**config.mk**
```make
export PLATFORM = sky130hd
export DESIGN_NAME = pcs_tx_seq_ctrl
export DESIGN_NICKNAME = d
export VERILOG_FILES = /design/src/rtl/pcs_tx_seq_ctrl.sv
export SDC_FILE = /design/constraint.sdc
export NUM_CORES = 1
export LEC_CHECK = 0
export ABC_AREA = 1
export CAP_MARGIN = 20
export CORE_AREA = 10 10 147 149
export CTS_BUF_LIST = sky130_fd_sc_hd__clkbuf_8
export DETAILED_ROUTE_END_ITERATION = 12
export DIE_AREA = 0 0 157 159
export PLACE_DENSITY_LB_ADDON = 0.12
export RECOVER_POWER = 25
export SYNTH_ARGS = -nofsm -noshare
export SYNTH_HDL_FRONTEND = slang
export SYNTH_SLANG_ARGS = --single-unit
```
**constraint.sdc**
```tcl
create_clock -name clk -period 2.31 [get_ports clk]
set_input_delay 0.5775 -clock clk [delete_from_list [all_inputs] [get_ports clk]]
set_output_delay 0.5775 -clock clk [all_outputs]
set_load 0.05 [all_outputs]
```
**src/rtl/pcs_tx_seq_ctrl.sv**
```systemverilog
// TX sequencer for the 25G PCS 192-bit datapath: alignment preamble, IDLE fill and payload arbitration.
// Outputs are combinational from state; align_done/underrun are registered one-cycle pulses.

`ifndef ESC_CHAR
`define ESC_CHAR 48'h1C1C_1C1C_1C1C
`endif
`ifndef IDLE_CHAR
`define IDLE_CHAR 48'h0707_0707_0707
`endif
`ifndef SYNC_CHAR
`define SYNC_CHAR 37'h1_0F0F_0F0F
`endif

module pcs_tx_seq_ctrl #(
  parameter int unsigned BURST_LEN       = 4,
  parameter int unsigned RESYNC_INTERVAL = 4096,
  parameter bit          RESYNC_EN       = 1'b1
) (
  input  logic         clk,
  input  logic         reset_n,
  input  logic         tx_ready,
  input  logic         align_req,
  input  logic         pay_valid,
  input  logic [191:0] pay_data,
  input  logic         pay_last,
  output logic         pay_pop,
  output logic [191:0] out_data,
  output logic         out_txen,
  output logic         align_done,
  output logic         underrun,
  output logic [2:0]   state_o
);

  localparam int unsigned PW = (BURST_LEN > 1) ? $clog2(BURST_LEN) : 1;
  localparam int unsigned TW = (RESYNC_INTERVAL > 1) ? $clog2(RESYNC_INTERVAL) : 1;

  localparam logic [PW-1:0] PH_LAST = PW'(BURST_LEN - 1);
  localparam logic [TW-1:0] T_HIT   = TW'(RESYNC_INTERVAL - 1);

  localparam logic [2:0] S_ESC  = 3'd0;
  localparam logic [2:0] S_IDL  = 3'd1;
  localparam logic [2:0] S_SYN  = 3'd2;
  localparam logic [2:0] S_LINK = 3'd3;
  localparam logic [2:0] S_DATA = 3'd4;

  localparam logic [191:0] W_ESC  = {4{`ESC_CHAR}};
  localparam logic [191:0] W_IDLE = {4{`IDLE_CHAR}};
  localparam logic [191:0] W_SYNC = {4{{`SYNC_CHAR, 11'h0}}};

  logic [2:0]    state_q, state_d;
  logic [PW-1:0] phase_q, phase_d;
  logic [TW-1:0] timer_q, timer_d;
  logic          pending_q, pending_d;
  logic          align_done_q, underrun_q;

  logic          xfer;
  logic          in_link;
  logic          phase_wrap;
  logic          service;
  logic          under_now;
  logic          done_now;
  logic          timer_hit;
  logic [TW-1:0] timer_inc;

  assign xfer       = tx_ready & reset_n;
  assign in_link    = (state_q == S_LINK) || (state_q == S_DATA);
  assign phase_wrap = (phase_q == PH_LAST);
  assign timer_inc  = timer_q + TW'(1);

  assign out_txen   = xfer;
  assign align_done = align_done_q;
  assign underrun   = underrun_q;
  assign state_o    = state_q;

  always_comb begin
    state_d   = state_q;
    phase_d   = phase_q;
    out_data  = W_ESC;
    pay_pop   = 1'b0;
    service   = 1'b0;
    under_now = 1'b0;
    done_now  = 1'b0;
    case (state_q)
      S_ESC: begin
        out_data = W_ESC;
        if (xfer) begin
          if (phase_wrap) begin
            phase_d = '0;
            state_d = S_IDL;
          end else begin
            phase_d = phase_q + PW'(1);
          end
        end
      end
      S_IDL: begin
        out_data = W_IDLE;
        if (xfer) begin
          if (phase_wrap) begin
            phase_d = '0;
            state_d = S_SYN;
          end else begin
            phase_d = phase_q + PW'(1);
          end
        end
      end
      S_SYN: begin
        out_data = W_SYNC;
        if (xfer) begin
          if (phase_wrap) begin
            phase_d  = '0;
            state_d  = S_LINK;
            done_now = 1'b1;
          end else begin
            phase_d = phase_q + PW'(1);
          end
        end
      end
      S_LINK: begin
        // Pending alignment is only honoured here, so frames are never cut.
        out_data = W_IDLE;
        if (xfer) begin
          if (pending_q) begin
            state_d = S_ESC;
            phase_d = '0;
            service = 1'b1;
          end else if (pay_valid) begin
            state_d = S_DATA;
          end
        end
      end
      S_DATA: begin
        if (pay_valid) begin
          out_data = pay_data;
          pay_pop  = xfer;
          if (xfer && pay_last) begin
            state_d = S_LINK;
          end
        end else begin
          out_data  = W_IDLE;
          under_now = xfer;
        end
      end
      default: begin
        state_d = S_ESC;
        phase_d = '0;
      end
    endcase
  end

  // Timer freezes once a request is pending so multiple triggers fold into one sequence.
  always_comb begin
    timer_d   = timer_q;
    timer_hit = 1'b0;
    if (done_now) begin
      timer_d = '0;
    end else if (RESYNC_EN && xfer && in_link && !pending_q) begin
      timer_d   = timer_inc;
      timer_hit = (timer_inc == T_HIT);
    end
  end

  always_comb begin
    pending_d = pending_q;
    if (service) begin
      pending_d = 1'b0;
    end else if ((align_req && in_link) || timer_hit) begin
      pending_d = 1'b1;
    end
  end

  always_ff @(posedge clk or negedge reset_n) begin
    if (!reset_n) begin
      state_q      <= S_ESC;
      phase_q      <= '0;
      timer_q      <= '0;
      pending_q    <= 1'b0;
      align_done_q <= 1'b0;
      underrun_q   <= 1'b0;
    end else begin
      state_q      <= state_d;
      phase_q      <= phase_d;
      timer_q      <= timer_d;
      pending_q    <= pending_d;
      align_done_q <= done_now;
      underrun_q   <= under_now;
    end
  end

endmodule

```
# Yosys cells after proc, flatten, opt, wreduce, memory -nomap -nowiden
# Cells that the tools add are included.
dict set report op_classes {
  addsub 2
  reduce_logical 14
  muxes 35
  n_eq_ne 18
  bitwise 2
}
# operator n
set op_table {}
lappend op_table {{case mux 192 bit (3 select lines)} 1}
lappend op_table {{two-way mux 192 bit} 1}
lappend op_table {{two-way mux 3 bit} 11}
lappend op_table {{two-way mux 12 bit} 2}
lappend op_table {{!= test 2 bit, second input constant} 9}
lappend op_table {{case mux 3 bit (5 select lines)} 1}
lappend op_table {{two-way mux 1 bit} 14}
lappend op_table {{adder 12 x 1 -> 12 bit, second input constant} 1}
lappend op_table {{== test 12 bit, second input constant} 1}
lappend op_table {{AND reduction 10 bit} 1}
lappend op_table {{two-way mux 2 bit} 4}
lappend op_table {{== test 3 x 2 -> 1 bit, second input constant} 2}
lappend op_table {{case mux 2 bit (3 select lines)} 1}
lappend op_table {{logical AND 1 bit} 4}
lappend op_table {{!= test 2 x 1 -> 1 bit, second input constant} 2}
lappend op_table {{AND reduction 4 bit} 1}
lappend op_table {{nonzero test 2 bit} 2}
lappend op_table {{== test 3 x 1 -> 1 bit, second input constant} 1}
lappend op_table {{== test 3 bit, second input constant} 1}
lappend op_table {{logical NOT 3 bit} 1}
lappend op_table {{!= test 3 bit, second input constant} 1}
lappend op_table {{OR reduction 3 bit} 1}
lappend op_table {{adder 2 x 1 -> 2 bit, second input constant} 1}
lappend op_table {{== test 2 bit, second input constant} 1}
lappend op_table {{other kinds (5)} 6}
dict set report word_totals {
  out_inout_bits 199
  ff_bits 20
  word_cells 77
  in_bits 198
}

# Depth between registers and ports, before layout
# Gate-level depths: netlist of run 1.
dict set report depth {
  depth_word 9
  mapped_depth 10
  ltp_nobuf 10
}

# Worst setup path before layout of run 1
# No wires, ideal clock.
dict set report synth_timing {
  kind {register to output}
  startpoint {reg state_q[1] (netlist: state_o[1])}
  endpoint {out out_data[110]}
  slack_ns -0.713
  arrival_time_ns 2.445
  t_required_ns 1.732
  stages_incl_launch_ff 7
  path_cell_list {dfrtp_1 > nor2_1 > nand2_2 > buf_6 > buf_2 > buf_2 > o21ai_0}
}
dict set report synth_via {
  elab_chain_cells 3
  word_cells_on_any_way 6
  cone_classes {eq/ne (4); mux (1); reduce/logical (1)}
}
# element line_no
set synth_rtl {}
lappend synth_rtl {{start: declaration} 50} ;# logic [2:0] state_q, state_d;
lappend synth_rtl {{start signal: assignment} 180} ;# state_q <= state_d;
lappend synth_rtl {{== test 3 x 2 -> 1 bit / == test 3 x 1 -> 1 bit (equally long branches)} 83} ;# case (state_q)
lappend synth_rtl {{OR reduction 2 bit (no line)} -}
lappend synth_rtl {{case mux 192 bit (3 select lines) (*)} 83}
lappend synth_rtl {{end: declaration} 27} ;# output logic [191:0] out_data,
# Every way passes the cells marked *; elsewhere a longest branch is shown, timed or not.

# Worst setup path after layout of run 1
dict set report layout_timing {
  startpoint {reg state_q[1] (netlist: state_o[1])}
  endpoint {out out_data[169]}
}
# Same word-level chain as after synthesis.

==> results of run 1 <==
==> cells by family (layout without fill, tap and decap cells) <==
group | Yosys count | count (layout) | share of synthesized area
simple gates | 344 | 345 | 0.437
compound gates | 165 | 165 | 0.273
buf+inv | 84 | 462 | 0.113
flops | 20 | 20 | 0.162
fa+ha+maj | 4 | 4 | 0.0162
other cells | 0 | 1 | 0
==> sequential cells by signal (all words and copies together) (netlist names) <==
signal,count
align_done,1
pending_q,1
phase_q,2
state_o,3
timer_q,12
underrun,1
==> worst max-delay path, stage by stage, from the launching register on <==
cell and delay (ps):
dfrtp_2 430, nor2_4 200, nand2_8 120, buf_12 250
o21ai_2 220, buf_12 160
==> how the worst max path moves through the flow <==
stage,slack (ps),cells past startpoint,end
4_1_cts,-2,5,pay_pop
2_1_floorplan,-80,5,out_data[153]
6_report,30,5,out_data[169]
3_3_place_gp,50,4,pay_pop
3_5_place_dp,50,4,pay_pop
5_1_grt,-30,6,out_data[83]
==> final cells by class <==
cell class	instances	area, um^2
flip-flops and latches	20	504
diodes	1	2.50
repair buffers	431	5680
clock buffers	3	41.3
clock inverters	1	3.75
multi-input cells	514	3300
fillers	1707	8640
well taps	234	293
inverters	27	114
==> through the flow <==
| step | hold slack [ps] | utilization | cells | setup TNS, ps | worst slack (ps) |
|---|---|---|---|---|---|
| finish | 530 | 0.535 | 1231 | 0 | 31.4 |
| global route | 539 | 0.535 | 1231 | -570 | -30.0 |
| CTS | 533 | 0.526 | 1224 | -3.39 | -2.50 |
| detailed placement | 510 | 0.517 | 1217 | 0 | 47.9 |
| global placement | 494 | 0.517 | 1217 | 0 | 51.7 |
| floorplan | 282 | - | 617 | -3130 | -76.8 |
==> synthesized netlist by cell type <==
cell	number	area [um^2]
nor2_1	107	402
clkbuf_1	35	131
nand3b_1	1	7.51
o21ai_0	153	766
buf_6	1	11.3
nand4_1	5	31.3
inv_1	23	86.3
inv_2	3	11.3
dfrtp_1	20	500
nor2_2	1	6.26
nand2_2	1	6.26
o22ai_1	5	31.3
o21ai_1	3	15.0
clkbuf_2	2	10.0
ha_1	4	50.1
a21oi_1	3	15.0
buf_2	17	85.1
nand2_1	198	743
buf_1	2	7.51
a21oi_4	1	16.3
nand3_1	28	140
inv_4	1	6.26
nor3_1	3	15.0
==> layout by cell type, fill, tap and decap left out <==
| cell | instances |
|---|---|
| clkdlybuf4s50_1 | 196 |
| nand2_1 | 191 |
| buf_12 | 139 |
| nor2_1 | 66 |
| o21ai_4 | 59 |
| o21ai_2 | 57 |
| buf_4 | 55 |
| nor2_2 | 40 |
| o21ai_0 | 40 |
| buf_6 | 29 |
| nand3_1 | 27 |
| inv_1 | 22 |
| dfrtp_1 | 17 |
| nand2_2 | 5 |
| nand4_1 | 5 |
| o22ai_1 | 5 |
| a21oi_1 | 4 |
| ha_1 | 4 |
| inv_2 | 3 |
| nand2_4 | 3 |
| clkbuf_8 | 3 |
| buf_16 | 3 |
| dlygate4sd3_1 | 3 |
| dfrtp_2 | 3 |
| nor3_1 | 2 |
| nor2_4 | 2 |
| inv_6 | 2 |
| clkbuf_1 | 2 |
| diode_2 | 1 |
| nor3_4 | 1 |
| nand3b_1 | 1 |
| nand2_8 | 1 |
| inv_4 | 1 |
| nand3_4 | 1 |
| bufbuf_16 | 1 |
| clkbuf_16 | 1 |
| clkbuf_4 | 1 |
| buf_8 | 1 |
==> routing by layer <==
metal  vias up  GRT usage
li1       2757          -
met1      2560      0.200
met2       231      0.379
met3        20     0.0901
met4         0     0.0245
met5         -          0
==> what timing repair did <==
item / in CTS / in global routing
setup endpoints to repair: 189 / 100
gates cloned: 3 / 2
pin swaps: 0 / 3
gates resized for setup: 15 / 40
buffers inserted: 0 / 4
==> out/qor.txt, run 1 <==
hold path start -> phase_q[1]
Vias/cell -> 4.52
# clock sinks -> 20
FF-to-FF End -> timer_q[2]
vias in the first global route -> 5488
area of the mapped netlist -> 3090 um^2
slew margin rel. -> 0.566
# DRC -> 0
global-route wire length before repair -> 38.0 mm
TritonCTS Buffers -> 3
initial antenna violation count -> 1
die width -> 157 um
WL met3 -> 2.87 mm
total of max-cap violations -> 0
Post-Route WL -> 26.8 mm
post-route cell area -> 9940 um^2
First DRT Iteration DRCs -> 204
growth of design area from synthesis to finish -> 221%
H-tree levels -> 1
Syn Area/Cell -> 5.01 um^2
Final setup violation count -> 0
share of layout cells above drive strength 1 -> 0.413
Starting Density -> 0.167
CP Capture Type -> output pin
global-route usage over all layers -> 0.201
max layer used -> met4
hold crit path type -> reg -> reg
IO Pins -> 397
R2R cell count -> 7
via count -> 5568
# nets final -> 1199
worst-path maximum fanout -> 45
Crit Path Class -> reg -> out
die area -> 25000 um^2
CTS tree -> yes
Final Cycle Share -> 0.986
placed cell areas -> 9610 um^2
startpoint types -> flop
Slew @ Worst Pin -> 653 ps
Worst EP required -> 1730 ps
status -> finished clean
Placer Congestion -> 0.859
met1 wire length -> 9.17 mm
Post-Synthesis Net Count -> 819
antenna viol nets, final -> 0
Met2 Routed Length -> 14.5 mm
Site Rows -> 50
largest net degree at the start of global routing -> 46
GRT overflow -> 0
FMAX -> 439 MHz
Worst EP arrival -> 1700 ps
root buffer cell -> clkbuf_8
R2R Setup Slk -> 500 ps
unique cell type count in the Yosys netlist -> 23
RR Startpoint -> state_o[1]
RSZ-0062 raised after global routing -> true
hpwl dp -> 22.2 mm
minimum clock period -> 2280 ps
clk slew on worst S/H paths -> 80 ps
fin. max-slew vios -> 0
worst hold path cell count -> 2
die height -> 159 um
Skew-Pair Late Insertion Delay -> 260 ps
sequential element share of the synthesized area -> 0.162
core area -> 18600 um^2
Hold Crit Endpoint -> phase_q[1]
CP Launch Point -> state_o[1]
Post-Synthesis Cells -> 617
Synth warnings -> 0
PortBufs -> 396
First-pass DRT Iterations -> 4
Yosys reg bits -> 20
routed length per instance -> 21.8 um
clock skew -> 4.51 ps
cts hold-fix bufs -> 0
clk buf depth -> 2
Final Hold Viols -> 0
Power of run 1 is not shown: default switching activity piles up to over one toggle a cycle in this logic, so the estimate is an artifact.
==> run 2: changes to the inputs <==
--- a/config.mk
+++ b/config.mk
@@ -13,6 +13,7 @@
 export DIE_AREA = 0 0 157 159
 export PLACE_DENSITY_LB_ADDON = 0.12
 export RECOVER_POWER = 25
+export SETUP_SLACK_MARGIN = 0.05
 export SYNTH_ARGS = -nofsm -noshare
 export SYNTH_HDL_FRONTEND = slang
 export SYNTH_SLANG_ARGS = --single-unit
==> out/qor.txt, run 2 (same netlist as run 1, synthesis figures left out) <==
Worst EP required -> 1730 ps (about the same)
Final Hold Viols -> 0 (unchanged)
worst-path maximum fanout -> 6 (-87%)
core area -> 18600 um^2 (unchanged)
Placed Instances -> 1220 (+0.25%)
Most flops, register -> timer_q
CP Capture Type -> output pin
Worst path slowest cell -> dfrtp_2
worst hold slack -> 516 ps (-13.9 ps)
Slew @ Worst Pin -> 1200 ps (+545 ps)
Final setup violation count -> 0 (unchanged)
Final Cycle Share -> 0.993 (+0.00705)
clock skew -> 8.97 ps (+4.47 ps)
H-tree levels -> 1 (unchanged)
growth of design area from synthesis to finish -> 264%
hold crit path type -> reg -> reg
First-pass DRT Iterations -> 7 (+3)
clk buf depth -> 2 (unchanged)
worst hold path cell count -> 2 (unchanged)
Placer Congestion -> 0.841 (-2.1%)
clk slew on worst S/H paths -> 80 ps (about the same)
Starting Density -> 0.167 (unchanged)
# DRC -> 0 (unchanged)
global-route usage over all layers -> 0.201 (-0.000323)
CP delay by family, top -> buffers and inverters
Worst EP arrival -> 1720 ps (+20 ps)
total of max-cap violations -> 0 (unchanged)
slew margin rel. -> 0.201 (-0.365)
die area -> 25000 um^2 (unchanged)
antenna viol nets, final -> 0 (unchanged)
# nets final -> 1226 (+2.3%)
die height -> 159 um (unchanged)
largest net degree at the start of global routing -> 59 (+28%)
max FFs per register -> 12 (unchanged)
routed length per instance -> 21.7 um (-0.42%)
max incr delay on CP -> 430 ps (about the same)
PortBufs -> 396 (unchanged)
startpoint types -> flop
# clock sinks -> 20 (unchanged)
hpwl dp -> 22.1 mm (-0.15%)
Worst Slack Setup Final -> 15.2 ps (-16.3 ps)
minimum clock period -> 2290 ps (+16.3 ps)
hold path start -> phase_q[1]
TritonCTS Buffers -> 3 (unchanged)
initial antenna violation count -> 2 (+1)
global-route wire length before repair -> 38.3 mm (+0.84%)
critical path buffer and inverter count -> 4 (+2)
IO Pins -> 397 (unchanged)
RSZ-0062 raised after global routing -> true
crit path cell chain -> nor2_4, nand2_8, buf_12, buf_12, buf_12, nor2_4, buf_12
GRT overflow -> 0 (unchanged)
R2R cell count -> 10 (+3)
share of layout cells above drive strength 1 -> 0.449 (+0.0360)
Post-Route WL -> 27.3 mm (+1.8%)
CTS tree -> yes
RR Startpoint -> state_o[0]
FF-to-FF End -> state_o[0]
root buffer cell -> clkbuf_8
CP most frequent cell -> buf_12
die width -> 157 um (unchanged)
post-route insts no fill -> 1259 (+2.3%)
status -> finished clean
Crit Path Class -> reg -> out
commonest non-fill, non-tap cells in the layout -> clkdlybuf4s50_1, buf_12, nand2_1
fin. max-slew vios -> 0 (unchanged)
vias in the first global route -> 5646 (+2.9%)
FMAX -> 436 MHz (-0.71%)
R2R Setup Slk -> 420 ps (-80 ps)
Vias/cell -> 4.53 (+0.20%)
via count -> 5706 (+2.5%)
pre-CTS WS -> 53.0 ps (+5.10 ps)
Hold Crit Endpoint -> phase_q[1]
First DRT Iteration DRCs -> 208 (+2.0%)
Site Rows -> 50 (unchanged)
Skew-Pair Late Insertion Delay -> 270 ps (about the same)
commonest non-fill, non-tap cell in the layout -> clkdlybuf4s50_1
## run 2: changes by cell type in the layout (fill, tap and decap cells not counted), moves of 24 or more
cell,change
buf_12,+38
buf_4,-29
nor2_2,-36
nor2_4,+36
o21ai_2,-24
o21ai_4,+24
## run 2: cell type report
class / instances / area (um^2)
Antenna cell: 2 / 5.00
Clock buffer: 3 / 41.3
Clock inverter: 1 / 30.0
Fill cell: 1602 / 7310
Inverter: 27 / 109
Multi-Input combinational cell: 514 / 3750
Sequential cell: 20 / 504
Tap cell: 234 / 293
Timing Repair Buffer: 458 / 6540
## run 2: through the flow
step	TNS [ps]	area, um^2	utilization
6_report	0	11300	0.607
3_3_place_gp	0	10400	0.558
3_5_place_dp	0	10400	0.558
4_1_cts	0	10700	0.574
5_1_grt	-642	11300	0.607
2_1_floorplan	-2660	4450	-
## run 2: what timing repair did
action,4_1_cts,5_1_grt
cloned,2,11
pin swaps,3,15
hold buffers,0,0
endpoints found under the setup margin,189,117
resized for setup,18,83
setup buffers,12,8
## run 2: worst max path at each step
stage                           from       endpoint  slack, ps  cells after the start
after floorplan           state_o[0]  out_data[153]        -80                      5
after global placement    state_o[0]  out_data[175]         60                      7
after detailed placement  state_o[0]  out_data[151]         50                      7
after CTS                 state_o[1]  out_data[151]          5                      7
after global routing      state_o[0]   out_data[23]        -40                      7
final                     state_o[0]   out_data[55]         20                      7
## run 2: worst min-delay path: cells and delay by family (launching register included)
| family | cells | cell delay [ps] |
|---|---|---|
| DFF | 1 | 350 |
| AOI/OAI and AO/OA | 1 | 80 |
| and+or+nand+nor | 1 | 60 |
## run 2: routing by layer
metal	track usage	wire length, um	vias up
met4	0.0326	333	0
met5	0	0	-
li1	-	-	2815
met2	0.371	15000	208
met1	0.209	9390	2669
met3	0.0793	2580	14
Power of run 2 is left out for the same reason.
